<file path="src/rtl/pipe_ctrl.sv">
// Pipeline control: stall arbitration onto hold_flag_o, deferred redirect sequencing,
// flush bubbles, debug halt and hold watchdog. Define PIPE_CTRL_PERF_EN for the stall counter.
module pipe_ctrl #(
    parameter int ADDR_W       = 32,
    parameter int FLUSH_CYCLES = 2,
    parameter int HOLD_TIMEOUT = 255
) (
    input  logic              clk,
    input  logic              rst,
    input  logic              jump_req_i,
    input  logic [ADDR_W-1:0] jump_addr_i,
    input  logic              ex_hold_req_i,
    input  logic              bus_hold_req_i,
    input  logic              dbg_halt_req_i,
    output logic              jump_flag_o,
    output logic [ADDR_W-1:0] jump_addr_o,
    output logic [2:0]        hold_flag_o,
    output logic              flush_o,
    output logic              halted_o,
    output logic              timeout_o,
    output logic [31:0]       stall_cnt_o
);

    // state | meaning
    // RUN   | normal operation, redirects issue when not held
    // FLUSH | bubbles after a redirect, counter counts down to 1
    // HALT  | debug halt, pipe held at HOLD_ID
    typedef enum logic [1:0] {RUN, FLUSH, HALT} state_e;

    localparam logic [2:0]  HOLD_NONE = 3'd0;
    localparam logic [2:0]  HOLD_PC   = 3'd1;
    localparam logic [2:0]  HOLD_ID   = 3'd3;
    localparam logic [3:0]  FCNT_LOAD = 4'(FLUSH_CYCLES - 1);
    localparam logic [15:0] WD_LIM    = 16'(HOLD_TIMEOUT);

    state_e              state_q, state_d;
    logic [3:0]          fcnt_q, fcnt_d;
    logic [15:0]         wd_q, wd_d;
    logic                pend_q, pend_d;
    logic [ADDR_W-1:0]   pend_addr_q, pend_addr_d;
    logic                halted_q, halted_d;
    logic                hold_src;
    logic                dbg_hold;
    logic                held;
    logic                issue;

    // Combinational outputs are forced to their idle values while reset is asserted.
    always_comb begin
        hold_src = bus_hold_req_i || ex_hold_req_i;
        dbg_hold = (state_q == HALT) || (dbg_halt_req_i && (state_q == RUN));
        hold_flag_o = HOLD_NONE;
        if (rst) begin
            if (ex_hold_req_i || dbg_hold) begin
                hold_flag_o = HOLD_ID;
            end else if (bus_hold_req_i) begin
                hold_flag_o = HOLD_PC;
            end
        end
        held        = (hold_flag_o != HOLD_NONE);
        issue       = rst && !held && (state_q != HALT) && (jump_req_i || pend_q);
        jump_flag_o = issue;
        jump_addr_o = '0;
        if (issue) begin
            jump_addr_o = jump_req_i ? jump_addr_i : pend_addr_q;
        end
        flush_o   = issue || (rst && (state_q == FLUSH));
        timeout_o = rst && hold_src && (wd_q == WD_LIM - 16'd1);
    end

    always_comb begin
        state_d     = state_q;
        fcnt_d      = fcnt_q;
        pend_d      = pend_q;
        pend_addr_d = pend_addr_q;
        wd_d        = '0;

        if (issue) begin
            pend_d = 1'b0;
        end else if (jump_req_i) begin
            pend_d      = 1'b1;
            pend_addr_d = jump_addr_i;
        end

        case (state_q)
            RUN: begin
                if (issue && (FLUSH_CYCLES > 1)) begin
                    state_d = FLUSH;
                    fcnt_d  = FCNT_LOAD;
                end else if (dbg_halt_req_i) begin
                    state_d = HALT;
                end
            end
            FLUSH: begin
                if (issue) begin
                    fcnt_d = FCNT_LOAD;
                end else if (fcnt_q <= 4'd1) begin
                    state_d = RUN;
                    fcnt_d  = '0;
                end else begin
                    fcnt_d = fcnt_q - 4'd1;
                end
            end
            HALT: begin
                if (!dbg_halt_req_i) begin
                    state_d = RUN;
                end
            end
            default: state_d = RUN;
        endcase

        // Saturate at the limit so the timeout pulses once per hold episode.
        if (hold_src) begin
            wd_d = (wd_q == WD_LIM) ? wd_q : wd_q + 16'd1;
        end
        halted_d = (state_d == HALT);
    end

    always_ff @(posedge clk or negedge rst) begin
        if (!rst) begin
            state_q     <= RUN;
            fcnt_q      <= '0;
            wd_q        <= '0;
            pend_q      <= 1'b0;
            pend_addr_q <= '0;
            halted_q    <= 1'b0;
        end else begin
            state_q     <= state_d;
            fcnt_q      <= fcnt_d;
            wd_q        <= wd_d;
            pend_q      <= pend_d;
            pend_addr_q <= pend_addr_d;
            halted_q    <= halted_d;
        end
    end

    assign halted_o = halted_q;

`ifdef PIPE_CTRL_PERF_EN
    logic [31:0] stall_q, stall_d;

    always_comb begin
        stall_d = stall_q + {31'd0, held};
    end

    always_ff @(posedge clk or negedge rst) begin
        if (!rst) begin
            stall_q <= '0;
        end else begin
            stall_q <= stall_d;
        end
    end

    assign stall_cnt_o = stall_q;
`else
    assign stall_cnt_o = '0;
`endif

endmodule

</file>
<file path="config.mk">
export PLATFORM = sky130hd
export DESIGN_NAME = pipe_ctrl
export DESIGN_NICKNAME = d
export VERILOG_FILES = /design/src/rtl/pipe_ctrl.sv
export SDC_FILE = /design/constraint.sdc
export NUM_CORES = 1
export LEC_CHECK = 0
export ABC_AREA = 1
export CAP_MARGIN = 20
export CORE_ASPECT_RATIO = 1.25
export CORE_MARGIN = 4
export CORE_UTILIZATION = 40
export CTS_BUF_LIST = sky130_fd_sc_hd__clkbuf_8
export DETAILED_ROUTE_END_ITERATION = 10
export GPL_ROUTABILITY_DRIVEN = 0
export PLACE_DENSITY_LB_ADDON = 0.2
export SLEW_MARGIN = 20
export SYNTH_ARGS = -nofsm -noshare
export SYNTH_HDL_FRONTEND = slang
export SYNTH_SLANG_ARGS = --single-unit
export TNS_END_PERCENT = 10
</file>
<file path="constraint.sdc">
create_clock -name clk -period 1.3 [get_ports clk]
set_input_delay 0.26 -clock clk [delete_from_list [all_inputs] [get_ports clk]]
set_output_delay 0.26 -clock clk [all_outputs]
set_load 0.03 [all_outputs]
</file>
Yosys cells after proc, flatten, opt, wreduce, memory -nomap -nowiden
Cells that the tools add are included.
{"block": "word_totals", "reg_bits": 56, "input_bits": 38, "wordCells": 54}
{"block": "classes", "n_addsub": 2, "magnitude_cmp": 1, "eq_ne": 8, "n_mux": 19, "n_reduce_logical": 18}
{"cell": "32-bit two-way mux", "count": 2}
{"cell": "16-bit by 8-bit equality test with 1-bit output, second input constant", "count": 2}
{"cell": "16-bit two-way mux", "count": 2}
{"cell": "16-bit by 1-bit adder with 16-bit output, second input constant", "count": 1}
{"cell": "2-bit two-way mux", "count": 6}
{"cell": "4-bit two-way mux", "count": 3}
{"cell": "4-bit case mux with 2 select lines", "count": 1}
{"cell": "1-bit logical AND", "count": 7}
{"cell": "2-bit != test, second input constant", "count": 3}
{"cell": "2-bit case mux with 3 select lines", "count": 1}
{"cell": "1-bit logical OR", "count": 5}
{"cell": "2-bit equality test, second input constant", "count": 2}
{"cell": "4-bit by 1-bit less-or-equal comparator with 1-bit output, second input constant", "count": 1}
{"cell": "2-bit nonzero test", "count": 2}
{"cell": "4-bit by 1-bit subtractor with 4-bit output, second input constant", "count": 1}
{"cell": "1-bit two-way mux", "count": 3}
{"cell": "3-bit two-way mux", "count": 1}
{"cell": "3-bit nonzero test", "count": 1}
{"cell": "2-bit by 1-bit equality test with 1-bit output, second input constant", "count": 1}
{"cell": "2-bit zero test", "count": 1}
{"cell": "2-bit AND reduction", "count": 1}
{"cell": "1-bit zero test", "count": 1}

Logic depth before layout (Yosys ltp)
Gate-level depths: netlist of run 1.
{"block": "depth", "ltp_word": 14, "depth_mapped": 10}

Least setup slack after synthesis of run 1
Ideal clock, no wire load.
{"block": "synth_timing", "path_kind": "flip-flop to output port", "from": "reg wd_q[8]", "to": "out timeout_o", "arrival_time_ps": 1625, "required_ps": 1040, "path_slack_ps": -585, "stages_incl_launch_ff": 4, "n_path_buf": 0, "path_cell_list": "dfrtp_1 inv_1 nand4_1 nor4_1"}
{"block": "synth_between", "elab_chain_cells": 2}
{"item": "start, declared", "line_no": "38", "rtl": "logic [15:0] wd_q, wd_d;"}
{"item": "start signal, assigned", "line_no": "129", "rtl": "wd_q <= wd_d;"}
{"item": "16-bit by 8-bit equality test with 1-bit output", "line_no": "67", "rtl": "timeout_o = rst && hold_src && (wd_q == WD_LIM - 16'd1);"}
{"item": "1-bit logical AND", "line_no": "67"}
{"item": "end, declared", "line_no": "20", "rtl": "output logic timeout_o,"}
No other way between the ends.

Worst setup path in the final report of run 1
{"block": "layout_timing", "from": "in dbg_halt_req_i", "to": "out jump_addr_o[22]"}
{"block": "layout_between", "elab_chain_cells": 11}
{"item": "start, declared", "line_no": "14", "rtl": "input logic dbg_halt_req_i,"}
{"item": "1-bit logical AND", "line_no": "50", "rtl": "dbg_hold = (state_q == HALT) || (dbg_halt_req_i && (state_q == RUN));"}
{"item": "1-bit logical OR", "line_no": "50"}
{"item": "1-bit logical OR", "line_no": "53", "rtl": "if (ex_hold_req_i || dbg_hold) begin"}
{"item": "2-bit two-way mux", "line_no": "53"}
{"item": "3-bit two-way mux", "line_no": "52", "rtl": "if (rst) begin"}
{"item": "3-bit nonzero test", "line_no": "59", "rtl": "held = (hold_flag_o != HOLD_NONE);"}
{"item": "1-bit zero test", "line_no": "60", "rtl": "issue = rst && !held && (state_q != HALT) && (jump_req_i || pend_q);"}
{"item": "1-bit logical AND (3 in series)", "line_no": "60"}
{"item": "32-bit two-way mux", "line_no": "63", "rtl": "if (issue) begin"}
{"item": "end, declared", "line_no": "16", "rtl": "output logic [ADDR_W-1:0] jump_addr_o,"}
No other way between the ends.

==> impl_metrics.json, run 1 <==
{
  "outcome": "finished, violations left",
  "violations": "setup timing",
  "cts_buffers": 5,
  "hold_viol_final": 0,
  "slew_violations": 0,
  "core_area_um2": 8240,
  "setup-violations-final": 81,
  "grt_pass1_wl_mm": 14.1,
  "cts_tree": "yes",
  "syn2layout_area_growth_pct": 51.7,
  "cts.clk_slew.worst_paths_ns": 0.11,
  "grt_max_degree": 40,
  "min_period_ns": 1.91,
  "async_flop_share": 1.00,
  "grt_overflow": 0,
  "setup-tns-final_ns": -28.53,
  "whs_ns": 0.0615,
  "power_density_nw_per_um2": 897,
  "synthFlopType": "dfrtp_1",
  "crit_fanout": 4,
  "fin_skew_ns": 0.0104,
  "track_usage": 0.166,
  "clock-sinks": 56,
  "peakVddDrop_uv": 564,
  "clock_latency_ns": 0.31,
  "r2r-end": "pend_addr_q[28]$_DFFE_PN0N_",
  "end_kind": "primary output",
  "worst_r2r_path_depth": 10,
  "syn_inst": 397,
  "final_nets": 594,
  "wire_per_inst_um": 12.6,
  "htreeDepth": 2,
  "synthMuxAreaShare": 0.0947,
  "cp-start-kind": "input port",
  "synthesis.area_um2": 3380,
  "dp_hpwl_mm": 6.35,
  "cts_root_buffer": "clkbuf_8",
  "synth.distinct_cells": 29,
  "worst_pin_slew_ns": 0.501,
  "cts_buffer_depth": 2,
  "hold_path_class": "input port to async pin",
  "viasPerCell": 4.64,
  "ys_warn_count": 0,
  "placed_area_um2": 4860,
  "die_w_um": 90.2,
  "p_leak_nw": 2.45,
  "antenna_found_initial": 0,
  "drt_iter0_drc": 90,
  "grt_pass1_vias": 3029,
  "crit_arrival_ns": 1.65,
  "synth_top_family_by_area": "simple AND/OR/NAND/NOR gates",
  "synth-xor-area-share": 0.00518,
  "num_rows": 37,
  "drv_cap": 0,
  "diodes": 0,
  "synth_fa_ha_area_frac": 0.0148,
  "yosysSeqAreaShare": 0.414,
  "drive_above_1_share": 0.391,
  "stdcell_area_um2": 5130,
  "first_pass_iters": 4,
  "period_share": 1.47,
  "yosys.area_share.simple": 0.220,
  "dr_total_vias": 3013,
  "dieArea_um2": 10000,
  "synth.ff_latch_count": 56,
  "synth_area_per_cell_um2": 8.52,
  "start_util": 0.410,
  "routed_wl_mm": 8.19,
  "max_freq_mhz": 524,
  "ant_nets": 0,
  "synth-edff-count": 0,
  "rsz0062_at_grt": "yes",
  "crit_type": "input port to primary output",
  "io_pins": 109,
  "die_h_um": 111,
  "max_slew_margin": 0.666,
  "drc": 0,
  "reg2reg_from": "state_q[0]$_DFF_PN0_",
  "setup_ws_ns": -0.608,
  "synth_compound_area_frac": 0.101,
  "crit_required_ns": 1.04,
  "io_buffer_count": 75,
  "r2r_setup_slack_ns": -0.25
}
[kinds of logic (layout without fill, tap and decap cells)]
logic type / Yosys count / count (layout)
AOI/OAI and AO/OA: 50 / 50
xor gates and xnor gates: 2 / 2
adders and majority gates: 4 / 4
buffers and inverters: 84 / 208
DFF: 56 / 56
muxes: 32 / 32
other: 1 / 33
and+or+nand+nor: 168 / 168
[synthesized netlist by cell type, types with 4 or more instances]
library cell	n	area [um2]
nand2_1	72	270
nand3_1	14	70.1
buf_2	8	40.0
o21ai_1	6	30.0
o21ai_0	15	75.1
o21ai_2	24	210
dfrtp_1	56	1400
ha_1	4	50.1
nor3_1	7	35.0
nor2_1	51	191
nand4_1	11	68.8
buf_4	35	263
inv_1	33	124
buf_6	6	67.6
mux2i_1	32	320
[cell type report]
cell class	count	area (um2)
tap	97	121
timing repair buffer	165	1470
multi-input combinational	289	1890
clock inverter	3	46.3
sequential	56	1400
inverter	35	131
fill	676	3110
clock buffer	5	68.8
[timing repair]
item | CTS | global route
hold buffers | 1 | 0
buffers inserted | 0 | 2
pin swaps | 1 | 5
endpoints found under the hold margin | 2 | 0
resized for setup | 8 | 21
gates cloned | 0 | 1
setup endpoints to repair | 84 | 90
[sequential cells by signal, summed over array words and instances, names as in the netlist]
| name | cells |
|---|---|
| wd_q | 16 |
| fcnt_q | 4 |
| halted_o | 1 |
| pend_q | 1 |
| state_q | 2 |
| pend_addr_q | 32 |
[report_power, final]
part / internal, mW / total [mW] / switching (mW)
Sequential: 1.93 / 2.05 / 0.115
Combinational: 0.658 / 1.37 / 0.711
Clock: 0.581 / 1.18 / 0.603
Total: 3.17 / 4.60 / 1.43
[worst max path at each step]
stage,start,endpoint,slack (ns),cells past startpoint
global placement,dbg_halt_req_i,jump_addr_o[21],-0.60,8
detailed placement,dbg_halt_req_i,jump_addr_o[31],-0.62,8
global route,state_q[0]$_DFF_PN0_,jump_addr_o[22],-0.71,9
CTS,state_q[0]$_DFF_PN0_,jump_addr_o[31],-0.64,8
finish,dbg_halt_req_i,jump_addr_o[22],-0.61,9
floorplan,state_q[1]$_DFF_PN0_,jump_addr_o[10],-0.19,7
[layer usage]
metal  vias up  routed length, um  global-route usage  share of wire
met3        11                372              0.0401          0.045
met1      1394               3480               0.200           0.42
met4         0                132              0.0480          0.016
met5         -                  0                   0              0
met2        77               4200               0.294           0.51
li1       1531                  -                   -              -
[per-stage QoR]
| step | utilization | setup WS (ns) | total power [mW] | cells |
|---|---|---|---|---|
| 2_1_floorplan | - | -0.195 | 2.89 | 429 |
| 3_3_place_gp | 0.590 | -0.598 | 3.38 | 638 |
| 3_5_place_dp | 0.590 | -0.623 | 3.42 | 638 |
| 4_1_cts | 0.607 | -0.640 | 4.64 | 647 |
| 5_1_grt | 0.623 | -0.705 | 4.89 | 650 |
| 6_report | 0.623 | -0.608 | 4.60 | 650 |
[placed cells by master (no fill, tap or decap), types with 2 or more instances in the layout]
| cell type | instances |
|---|---|
| a21oi_1 | 3 |
| a31oi_1 | 2 |
| buf_12 | 7 |
| buf_2 | 2 |
| buf_4 | 108 |
| buf_6 | 10 |
| clkbuf_8 | 5 |
| clkdlybuf4s50_1 | 35 |
| conb_1 | 33 |
| dfrtp_1 | 56 |
| ha_1 | 3 |
| inv_1 | 32 |
| inv_2 | 3 |
| mux2i_1 | 32 |
| nand2_1 | 70 |
| nand2_2 | 4 |
| nand3_1 | 14 |
| nand3_4 | 2 |
| nand4_1 | 11 |
| nor2_1 | 17 |
| nor2_2 | 4 |
| nor2_4 | 33 |
| nor3_1 | 4 |
| nor3_2 | 3 |
| o21ai_0 | 12 |
| o21ai_1 | 9 |
| o21ai_2 | 24 |
| or2_2 | 2 |
[worst max-delay path: stages]
cell	delay (ns)
clkdlybuf4s50_1	0.45
nand2_4	0.09
nand3_2	0.09
nor2_4	0.13
nand3_4	0.11
buf_12	0.15
clkbuf_16	0.15
nor2_4	0.08
buf_6	0.13
No activity file was read; power rests on OpenSTA's default activity.
==> run 2, diff against run 1 <==
Settings changed: TNS_END_PERCENT 10 to 1.
==> impl_metrics.json, run 2 (synthesized netlist as in run 1, its figures left out) <==
{
  "outcome": "finished, violations left",
  "violations": "setup timing",
  "htreeDepth": 2,
  "cts.clk_slew.worst_paths_ns": 0.11,
  "largest_register_ff_count": 32,
  "max_slew_margin": 0.665,
  "grt_pass1_wl_mm": 14.1,
  "layout_common_cells": "116 x buf_4, 69 x nand2_1, 56 x dfrtp_1",
  "first_pass_iters": 4,
  "clock-sinks": 56,
  "dp_cells": 638,
  "post_cts_buffers": 0,
  "clock_latency_ns": 0.32,
  "setup-tns-final_ns": -25.27,
  "cts_tree": "yes",
  "core_area_um2": 8240,
  "pre_cts_ws_ns": -0.623,
  "crit_fanout": 23,
  "io_buffer_count": 75,
  "diodes": 0,
  "grt_pass1_vias": 3029,
  "cts_buffer_depth": 2,
  "final_nets": 591,
  "grt_overflow": 0,
  "grt_max_degree": 40,
  "drc": 0,
  "final_common_cell": "buf_4",
  "stdcell_area_um2": 5050,
  "end_kind": "primary output",
  "syn2layout_area_growth_pct": 49.2,
  "top_regs": "pend_addr_q: 32 flops, wd_q: 16 flops, fcnt_q: 4 flops",
  "setup_ws_ns": -0.621,
  "wire_per_inst_um": 12.5,
  "whs_ns": 0.0606,
  "rsz0062_at_grt": "yes",
  "drv_cap": 0,
  "viasPerCell": 4.63,
  "hold_path_class": "input port to async pin",
  "placed_area_um2": 4860,
  "cp-start-kind": "input port",
  "multi_input_area_um2": 1900,
  "worst_pin_slew_ns": 0.503,
  "regMostFlops": "pend_addr_q",
  "ant_nets": 0,
  "setup-violations-final": 82,
  "dieArea_um2": 10000,
  "cts_root_buffer": "clkbuf_8",
  "ff_latch_area_um2": 1400,
  "num_rows": 37,
  "crit_required_ns": 1.04,
  "crit_arrival_ns": 1.66,
  "p_leak_nw": 2.41,
  "min_period_ns": 1.92,
  "fillers": 683,
  "max_freq_mhz": 520,
  "routed_wl_mm": 8.07,
  "power_density_nw_per_um2": 910,
  "drt_iter0_drc": 101,
  "fin_skew_ns": 0.0108,
  "io_pins": 109,
  "start_util": 0.410,
  "die_h_um": 111,
  "dr_total_vias": 2998,
  "track_usage": 0.166,
  "period_share": 1.48,
  "hold_viol_final": 0,
  "peakVddDrop_uv": 562,
  "die_w_um": 90.2,
  "dp_hpwl_mm": 6.35,
  "final-instance-count-excl-fill": 647,
  "antenna_found_initial": 0,
  "crit_type": "input port to primary output",
  "slew_violations": 0,
  "cts_buffers": 5,
  "drive_above_1_share": 0.391
}
run 2: cell count changes in the layout (fill, tap and decap cells not counted), sizes merged:
cell    before  now
buf        127  125
clkbuf       6    5
run 2: area by class of cell:
| class | count | area share |
|---|---|---|
| Clock inverter | 3 | 0.00917 |
| Clock buffer | 5 | 0.0136 |
| Tap cell | 97 | 0.0241 |
| Inverter | 35 | 0.0260 |
| Timing Repair Buffer | 162 | 0.273 |
| Sequential cell | 56 | 0.278 |
| Multi-Input combinational cell | 289 | 0.377 |
run 2: timing repair:
item | in CTS | in global routing
endpoints found under the setup margin | 84 | 90
resized for setup | 8 | 13
cloned | 0 | 0
hold buffers | 1 | 0
hold endpoints to repair | 2 | 0
pin swaps | 1 | 4
run 2: through the flow:
step	total power [mW]	utilization
final	4.59	0.612
after global routing	4.89	0.612
after CTS	4.64	0.607
after detailed placement	3.42	0.590
after global placement	3.38	0.590
after floorplan	2.89	-
run 2: critical path, stage by stage:
cell,delay [ns]
clkdlybuf4s50_1,0.45
nand2_4,0.09
nand3_2,0.09
nor2_4,0.13
nand3_4,0.13
buf_12,0.22
nor2_2,0.11
buf_4,0.17
run 2: final timing paths:
check	start	to	slack, ns	cells after the start
worst min-delay path	rst	fcnt_q[3]$_DFFE_PN0P_	0.06	3
max in group asynchronous	rst	state_q[1]$_DFF_PN0_	0.67	4
min in group clk	jump_req_i	pend_q$_DFFE_PN0P_	0.44	4
worst min register to register	pend_addr_q[7]$_DFFE_PN0N_	pend_addr_q[7]$_DFFE_PN0N_	0.49	2
worst max register to register	wd_q[0]$_DFFE_PN0P_	wd_q[12]$_DFFE_PN0P_	-0.17	8
worst max-delay path	dbg_halt_req_i	jump_addr_o[31]	-0.62	8
run 2: metal layers:
layer  routed length [um]  vias up  track usage
li1                     -     1524            -
met1                 3430     1392        0.200
met2                 4170       73        0.294
met3                  370        9       0.0401
met4                  105        0       0.0480
met5                    0        -            0
run 2: power by group:
part | total, mW | internal, mW | leakage (nW) | switching, mW
Sequential | 2.05 | 1.93 | 0.694 | 0.115
Clock | 1.18 | 0.581 | 0.0548 | 0.599
Combinational | 1.36 | 0.652 | 1.66 | 0.712
Total | 4.59 | 3.17 | 2.41 | 1.43
==> run 3, diff against run 2 <==
Settings changed: CORE_UTILIZATION 40 to 43.
==> impl_metrics.json, run 3 (synthesized netlist as in run 1, its figures left out) <==
{
  "outcome": "finished, violations left",
  "violations": "setup timing",
  "core_area_um2": 7530,
  "setup-violations-final": 80,
  "r2r_setup_slack_ns": -0.18,
  "p_total_mw": 4.46,
  "drv_cap": 0,
  "dr_wl_met2_mm": 4.11,
  "drive_above_1_share": 0.405,
  "cts_buffer_depth": 2,
  "p_leak_nw": 2.43,
  "cp-startpoint": "dbg_halt_req_i",
  "rsz0062_at_grt": "yes",
  "viasPerCell": 4.67,
  "dp_hpwl_mm": 6.07,
  "ff_latch_area_um2": 1400,
  "m1WireLength_mm": 3.38,
  "crit_required_ns": 1.04,
  "routed_wl_mm": 8.14,
  "drc": 0,
  "top_layer": "met4",
  "regMostFlops": "pend_addr_q",
  "layout_common_cells": "103 x buf_4, 61 x nand2_1, 56 x dfrtp_1",
  "cts_buffers": 5,
  "crit_type": "input port to primary output",
  "clock-sinks": 56,
  "first_pass_iters": 5,
  "min_period_ns": 1.86,
  "die_w_um": 87.3,
  "reg2reg_from": "state_q[0]$_DFF_PN0_",
  "grt_max_degree": 33,
  "period_share": 1.43,
  "syn2layout_area_growth_pct": 50.4,
  "fin_util": 0.675,
  "fin_skew_ns": 0.0107,
  "io_buffer_count": 75,
  "crit_fanout": 23,
  "dr_total_vias": 2990,
  "largest_register_ff_count": 32,
  "num_rows": 35,
  "ant_nets": 0,
  "grt_pass1_wl_mm": 13.6,
  "hold_path_class": "input port to async pin",
  "multi_input_area_um2": 1940,
  "dieArea_um2": 9360,
  "end_kind": "primary output",
  "die_h_um": 107,
  "track_usage": 0.177,
  "crit_arrival_ns": 1.60,
  "wl_met3_um": 479,
  "peakVddDrop_uv": 605,
  "hold_viol_final": 0,
  "slew_violations": 0,
  "cts_root_buffer": "clkbuf_8",
  "fillers": 638,
  "wire_per_inst_um": 12.7,
  "worst_r2r_path_depth": 10,
  "start_util": 0.449,
  "cts_tree": "yes",
  "setup_ws_ns": -0.565,
  "io_pins": 109,
  "final_nets": 589,
  "antenna_found_initial": 0,
  "grt_overflow": 0,
  "r2r-end": "pend_addr_q[4]$_DFFE_PN0N_",
  "final_common_cell": "buf_4",
  "top_regs": "pend_addr_q: 32 flops, wd_q: 16 flops, fcnt_q: 4 flops",
  "grt_pass1_vias": 2994,
  "htreeDepth": 2,
  "cts.clk_slew.worst_paths_ns": 0.10,
  "drt_iter0_drc": 102,
  "max_freq_mhz": 536,
  "power_density_nw_per_um2": 876,
  "cp-start-kind": "input port",
  "diodes": 0,
  "clock_latency_ns": 0.31
}
[run 3: cell types whose count changed in the layout (fill, tap and decap cells not counted), moves of 2 or more]
| cell | before | now |
|---|---|---|
| nand2_2 | 5 | 11 |
| buf_6 | 2 | 13 |
| nand2_1 | 69 | 61 |
| buf_4 | 116 | 103 |
| nand2_4 | 1 | 3 |
[run 3: how the worst max path moves through the flow]
stage                            endpoint  cells after the start
after floorplan           jump_addr_o[10]                      7
after global placement    jump_addr_o[10]                      8
after detailed placement  jump_addr_o[10]                      8
after CTS                 jump_addr_o[10]                      8
after global routing       jump_addr_o[0]                      8
final                      jump_addr_o[0]                      8
[run 3: layer usage]
layer  track usage  vias to the layer above
met5             0                        -
met4        0.0570                        0
met3        0.0300                       16
met2         0.301                       74
met1         0.226                     1380
li1              -                     1520
[run 3: timing repair]
| item | CTS | global route |
|---|---|---|
| setup endpoints to repair | 87 | 91 |
| resized for setup | 32 | 20 |
| endpoints found under the hold margin | 2 | 0 |
| buffers inserted | 0 | 0 |
| pin swaps | 8 | 7 |
| hold buffers | 1 | 0 |
[run 3: per-stage QoR]
stage          setup TNS [ns]  hold WS, ns  std cells  setup WS, ns  cell area, um2
6_report               -24.17       0.0433        640        -0.565            5090
5_1_grt                -32.25       0.0808        640        -0.669            5090
4_1_cts                -24.70       0.0384        640        -0.578            5030
3_5_place_dp           -41.89        0.259        631        -0.569            4830
3_3_place_gp           -40.42        0.260        631        -0.544            4830
2_1_floorplan           -5.90      -0.0356        429        -0.195            3800
[run 3: power by group]
part,internal (mW),switching (mW)
clock,0.437,0.565
sequential,1.93,0.124
combinational,0.664,0.735
total,3.04,1.42
[run 3: area by class of cell]
cell class | instances | share of cell area
clock buffer | 6 | 0.0162
inverter | 35 | 0.0283
timing repair buffer | 160 | 0.274
sequential | 56 | 0.275
clock inverter | 2 | 0.00271
tap | 92 | 0.0226
multi-input combinational | 289 | 0.380
[run 3: critical path, stage by stage]
cell and delay (ns):
clkdlybuf4s50_1 0.44, nand2_4 0.09, nand3_2 0.09, nor2_4 0.12
nand3_4 0.10, buf_12 0.21, nor2_2 0.11, buf_4 0.17
==> edit 1 (config.mk and constraints of run 2) <==
Encoding of `state_e`: now one-hot (3 bits for 3 states).
--- a/src/rtl/pipe_ctrl.sv
+++ b/src/rtl/pipe_ctrl.sv
@@ -25,7 +25,7 @@
     // RUN   | normal operation, redirects issue when not held
     // FLUSH | bubbles after a redirect, counter counts down to 1
     // HALT  | debug halt, pipe held at HOLD_ID
-    typedef enum logic [1:0] {RUN, FLUSH, HALT} state_e;
+    typedef enum logic [2:0] {RUN = 3'b001, FLUSH = 3'b010, HALT = 3'b100} state_e;
 
     localparam logic [2:0]  HOLD_NONE = 3'd0;
     localparam logic [2:0]  HOLD_PC   = 3'd1;
Behaviour: no difference found for any inputs over 10 cycles, from zero or initial values and one cycle with rst low; not proved beyond that.
==> edit 1 against run 2 <==
The run still ends with setup timing left; maximum frequency is 11% lower; power is 44% higher; cell area is 7.4% higher; global-route usage is 2.0 points higher; clock skew is 0.0014 ns higher; wire length is 11% higher; sequential cell count is 1 higher; final cell count is 4.8% higher; synthesized area is 1.7% lower; worst setup slack worse by 0.23 ns; critical endpoint is now flush_o; largest power group is now combinational logic.
==> edit 1: results (changes against run 2) <==
stage,metric,value,unit,change
synthesis,"Seq/Total Area, Yosys",0.430,,+0.0152
placed_design,Placement Cell Area,4860,um2,-0.13%
cells_and_area,share of post-route cells with drive strength above 1,0.376,,-0.0153
timing,Clock Skews,0.0122,ns,+0.00141 ns
route,final wirelength,8.98,mm,+11%
placed_design,Inst Count DP,648,,+1.6%
power_and_ir_drop,Max VDD drop,0.000903,V,+61%
synthesis,unique cell type count in the Yosys netlist,31,,+6.9%
placed_design,worst slack at placement,-0.668,ns,-0.0447 ns
cts,"Reg clk slew, reported paths",0.07,ns,-0.04 ns
synthesis,"top cells by count, synth","nand2_1 (68), nor2_1 (58), dfrtp_1 (56), buf_4 (34), mux2i_1 (32)",,
cells_and_area,Finished Layout Cells,678,,+4.8%
route,Vias/cell,4.70,,+1.5%
grt,vias in the first global route,3121,,+3.0%
worst_setup_path,crit path max fanout,4,,-83%
route,DR iter-0 viols,86,,-15%
status,status,"finished, violations left",,
grt,total global-route track usage,0.187,,+0.0204
cells_and_area,largest registers,"pend_addr_q x32, wd_q x16, fcnt_q x4",,
grt,first-pass GRT wire length,14.3,mm,+1.6%
timing,Worst-Margin Slew,0.617,ns,+0.114 ns
synthesis,Post-synth ARST share,1.00,,unchanged
status,failing checks,setup timing,,
timing,# setup viols final,92,,+12%
timing,final setup slack of the worst path,-0.852,ns,-0.231 ns
grt,largest net degree at the start of global routing,50,,+25%
worst_setup_path,worst r2r src,state_q[1],,
worst_setup_path,Setup crit start,state_q[0],,
worst_setup_path,critical path arrival,1.89,ns,+0.23 ns
synthesis,Area contributors post-synth,"dfrtp_1 (42%), mux2i_1 (9.6%), buf_4 (7.7%), nand2_1 (7.7%), nor2_1 (6.6%)",,
synthesis,mean area per synthesized cell,8.33,um2,-2.2%
cts,CTS H-tree lvls,3,,+1
cells_and_area,Final Net Count,620,,+4.9%
cts,CTS Buf Count,9,,+4
power_and_ir_drop,Static Leakage,2.57,nW,+6.7%
placed_design,post-DP HPWL,6.55,mm,+3.1%
timing,setup TNS,-51.31,ns,-26.04 ns
## edit 1: worst max-delay path, cell delays in order, from the launching register on
cell,delay [ns]
dfstp_2,0.56
nor2_2,0.04
nand2_2,0.08
nand2_2,0.07
nor2_4,0.11
nand4_4,0.13
buf_6,0.16
buf_6,0.13
a21oi_4,0.13
buf_6,0.15
## edit 1: final cells by class
| class | count | area [um2] | area share |
|---|---|---|---|
| Multi-Input combinational cell | 298 | 1870 | 0.345 |
| Timing Repair Buffer | 184 | 1700 | 0.314 |
| Sequential cell | 57 | 1430 | 0.263 |
| Clock buffer | 9 | 124 | 0.0229 |
| Tap cell | 95 | 119 | 0.0219 |
| Inverter | 28 | 110 | 0.0203 |
| Clock inverter | 7 | 63.8 | 0.0118 |
## edit 1: cell families (layout without fill, tap and decap cells)
kind of cell,Yosys count,in the layout,synth area share
simple gates,172,172,0.224
buf+inv,76,228,0.137
flops,57,57,0.430
compound gates,51,51,0.0810
mux,32,32,0.0964
xor+xnor,6,6,0.0158
fa+ha+maj,4,4,0.0151
other cells,1,33,0.00113
## edit 1: report_power, final
group / total, mW / switching [mW] / internal (mW)
combinational: 2.70 / 1.41 / 1.29
clock: 1.58 / 0.715 / 0.867
sequential: 2.35 / 0.221 / 2.13
## edit 1: repair_timing
item,in CTS,in global routing
hold endpoints to repair,1,0
gates cloned,3,0
gates resized for setup,51,10
hold buffers,1,0
setup endpoints to repair,91,94
setup buffers,10,0
pin swaps,7,3
## edit 1: routing by layer
layer | track usage | vias up | routed length [um]
met1 | 0.233 | 1495 | 3760
met3 | 0.0322 | 6 | 472
met5 | 0 | - | 0
met4 | 0.0351 | 0 | 76
li1 | - | 1604 | -
met2 | 0.336 | 84 | 4680
## edit 1: worst paths after layout
kind | end | slack [ns] | cells after the start
min in group clk | pend_addr_q[8] | 0.49 | 2
worst max-delay path | flush_o | -0.85 | 9
worst max register to register | fcnt_q[1] | -0.76 | 15
max in group asynchronous | pend_addr_q[30] | 0.69 | 2
worst min-delay path | wd_q[3] | 0.08 | 3
worst min register to register | pend_addr_q[8] | 0.49 | 2
## edit 1: per-stage QoR
stage | total power, mW | utilization
after global routing | 7.05 | 0.684
after floorplan | 3.85 | -
final | 6.63 | 0.684
after detailed placement | 4.78 | 0.613
after global placement | 4.72 | 0.613
after CTS | 6.64 | 0.679
==> edit 2 (flow settings as in run 2) <==
Made on the original files. The parameter `ADDR_W` goes from 32 to 48.
--- a/src/rtl/pipe_ctrl.sv
+++ b/src/rtl/pipe_ctrl.sv
@@ -1,7 +1,7 @@
 // Pipeline control: stall arbitration onto hold_flag_o, deferred redirect sequencing,
 // flush bubbles, debug halt and hold watchdog. Define PIPE_CTRL_PERF_EN for the stall counter.
 module pipe_ctrl #(
-    parameter int ADDR_W       = 32,
+    parameter int ADDR_W       = 48,
     parameter int FLUSH_CYCLES = 2,
     parameter int HOLD_TIMEOUT = 255
 ) (
Interface: changed (resized jump_addr_i and jump_addr_o); port bits go from 109 to 141. The function was not compared with the original's and may differ.
==> edit 2 against run 2 <==
The run still ends with setup timing left; critical endpoint is now jump_addr_o[30]; sequential cell count up 16; synthesized area up 21%; largest cell class unchanged; combinational power up 29%; power up 29%; final cell count up 23%; wire length up 40%; worst setup slack worse by 0.033 ns; cell area up 32%; maximum frequency down 1.7%; die area up 20%.
==> edit 2: results (changes against run 2) <==
stage,metric,value,unit,change
placed_design,Placement Cell Area,6200,um2,+27%
timing,# setup viols final,115,,+40%
worst_setup_path,highest-delay cell along the critical path,dfrtp_1,,
status,failing checks,setup timing,,
synthesis,XOR/XNOR Fraction of Synth Area,0.00853,,+0.00335
cts,Clock Latency Late Sink,0.35,ns,+0.03 ns
worst_setup_path,"Largest delay share family, worst path",simple AND/OR/NAND/NOR gates,,
cells_and_area,Final Net Count,724,,+23%
synthesis,unique cell type count in the Yosys netlist,33,,+14%
worst_setup_path,crit path max fanout,20,,-13%
cells_and_area,share of post-route cells with drive strength above 1,0.408,,+0.0172
synthesis,post-synthesis adder-cell area fraction,0.0122,,-0.00261
grt,vias in the first global route,3865,,+28%
synthesis,Synth Area in Compound Gates,0.101,,-0.000851
timing,Clock Skews,0.00849,ns,-0.00229 ns
cells_and_area,largest registers,"pend_addr_q x48, wd_q x16, fcnt_q x4",,
cts,post-CTS sizing,67,,+59
cts,"Reg clk slew, reported paths",0.07,ns,-0.04 ns
worst_setup_path,Max stage delay on crit path,0.39,ns,-0.06 ns
status,status,"finished, violations left",,
route,metal3 WL,568,um,+54%
grt,largest net degree at the start of global routing,45,,+13%
worst_setup_path,critical path arrival,1.69,ns,+0.03 ns
power_and_ir_drop,Clock net power,1.50,mW,+27%
route,final wirelength,11.3,mm,+40%
grt,first-pass GRT wire length,18.4,mm,+30%
route,met2 wire len,6.16,mm,+48%
timing,final setup slack of the worst path,-0.654,ns,-0.0332 ns
synthesis,"top cells by count, synth","nand2_1 (86), nor2_1 (74), dfrtp_1 (72), mux2i_1 (48), o21ai_0 (36)",,
power_and_ir_drop,Max VDD drop,0.000533,V,-5.2%
placed_design,post-DP HPWL,8.45,mm,+33%
timing,setup TNS,-41.17,ns,-15.90 ns
## edit 2: cell count changes after synthesis, moves of 4 or more
cell | before | now
mux2i_1 | 32 | 48
dfrtp_1 | 56 | 72
o21ai_0 | 15 | 36
nand2_1 | 72 | 86
buf_1 | 0 | 4
inv_1 | 33 | 26
o21ai_2 | 24 | 20
nor2_1 | 51 | 74
o21ai_1 | 6 | 2
nand4_1 | 11 | 4
nand3_1 | 14 | 18
a31oi_1 | 2 | 6
## edit 2: metrics by stage
stage,cells,util
3_3_place_gp,783,0.616
4_1_cts,798,0.655
6_report,798,0.661
3_5_place_dp,783,0.616
2_1_floorplan,509,-
5_1_grt,798,0.661
## edit 2: area by class of cell
cell class | instances | area, um2
flip-flops and latches | 72 | 1800
clock inverters | 4 | 16.3
multi-input cells | 353 | 2510
repair buffers | 201 | 1900
inverters | 29 | 111
clock buffers | 10 | 138
fillers | 805 | 3410
well taps | 129 | 161
## edit 2: worst min-delay path, cell delays in order
cell	delay [ns]
buf_4	0.14
buf_4	0.14
buf_4	0.16
## edit 2: worst paths after layout
kind                                start               to  slack (ns)  cells past startpoint
setup / recovery               state_q[1]  jump_addr_o[30]       -0.65                      7
hold / removal                        rst          wd_q[2]        0.02                      3
setup reg to reg               state_q[1]  pend_addr_q[15]       -0.23                      7
hold reg to reg            pend_addr_q[2]   pend_addr_q[2]        0.48                      2
max in group asynchronous             rst  pend_addr_q[12]        0.80                      3
min in group clk                      rst           pend_q        0.40                      4
## edit 2: routing by layer
layer,track usage,vias up
li1,-,1877
met1,0.225,1797
met2,0.348,105
met3,0.0311,19
met4,0.0828,0
met5,0,-
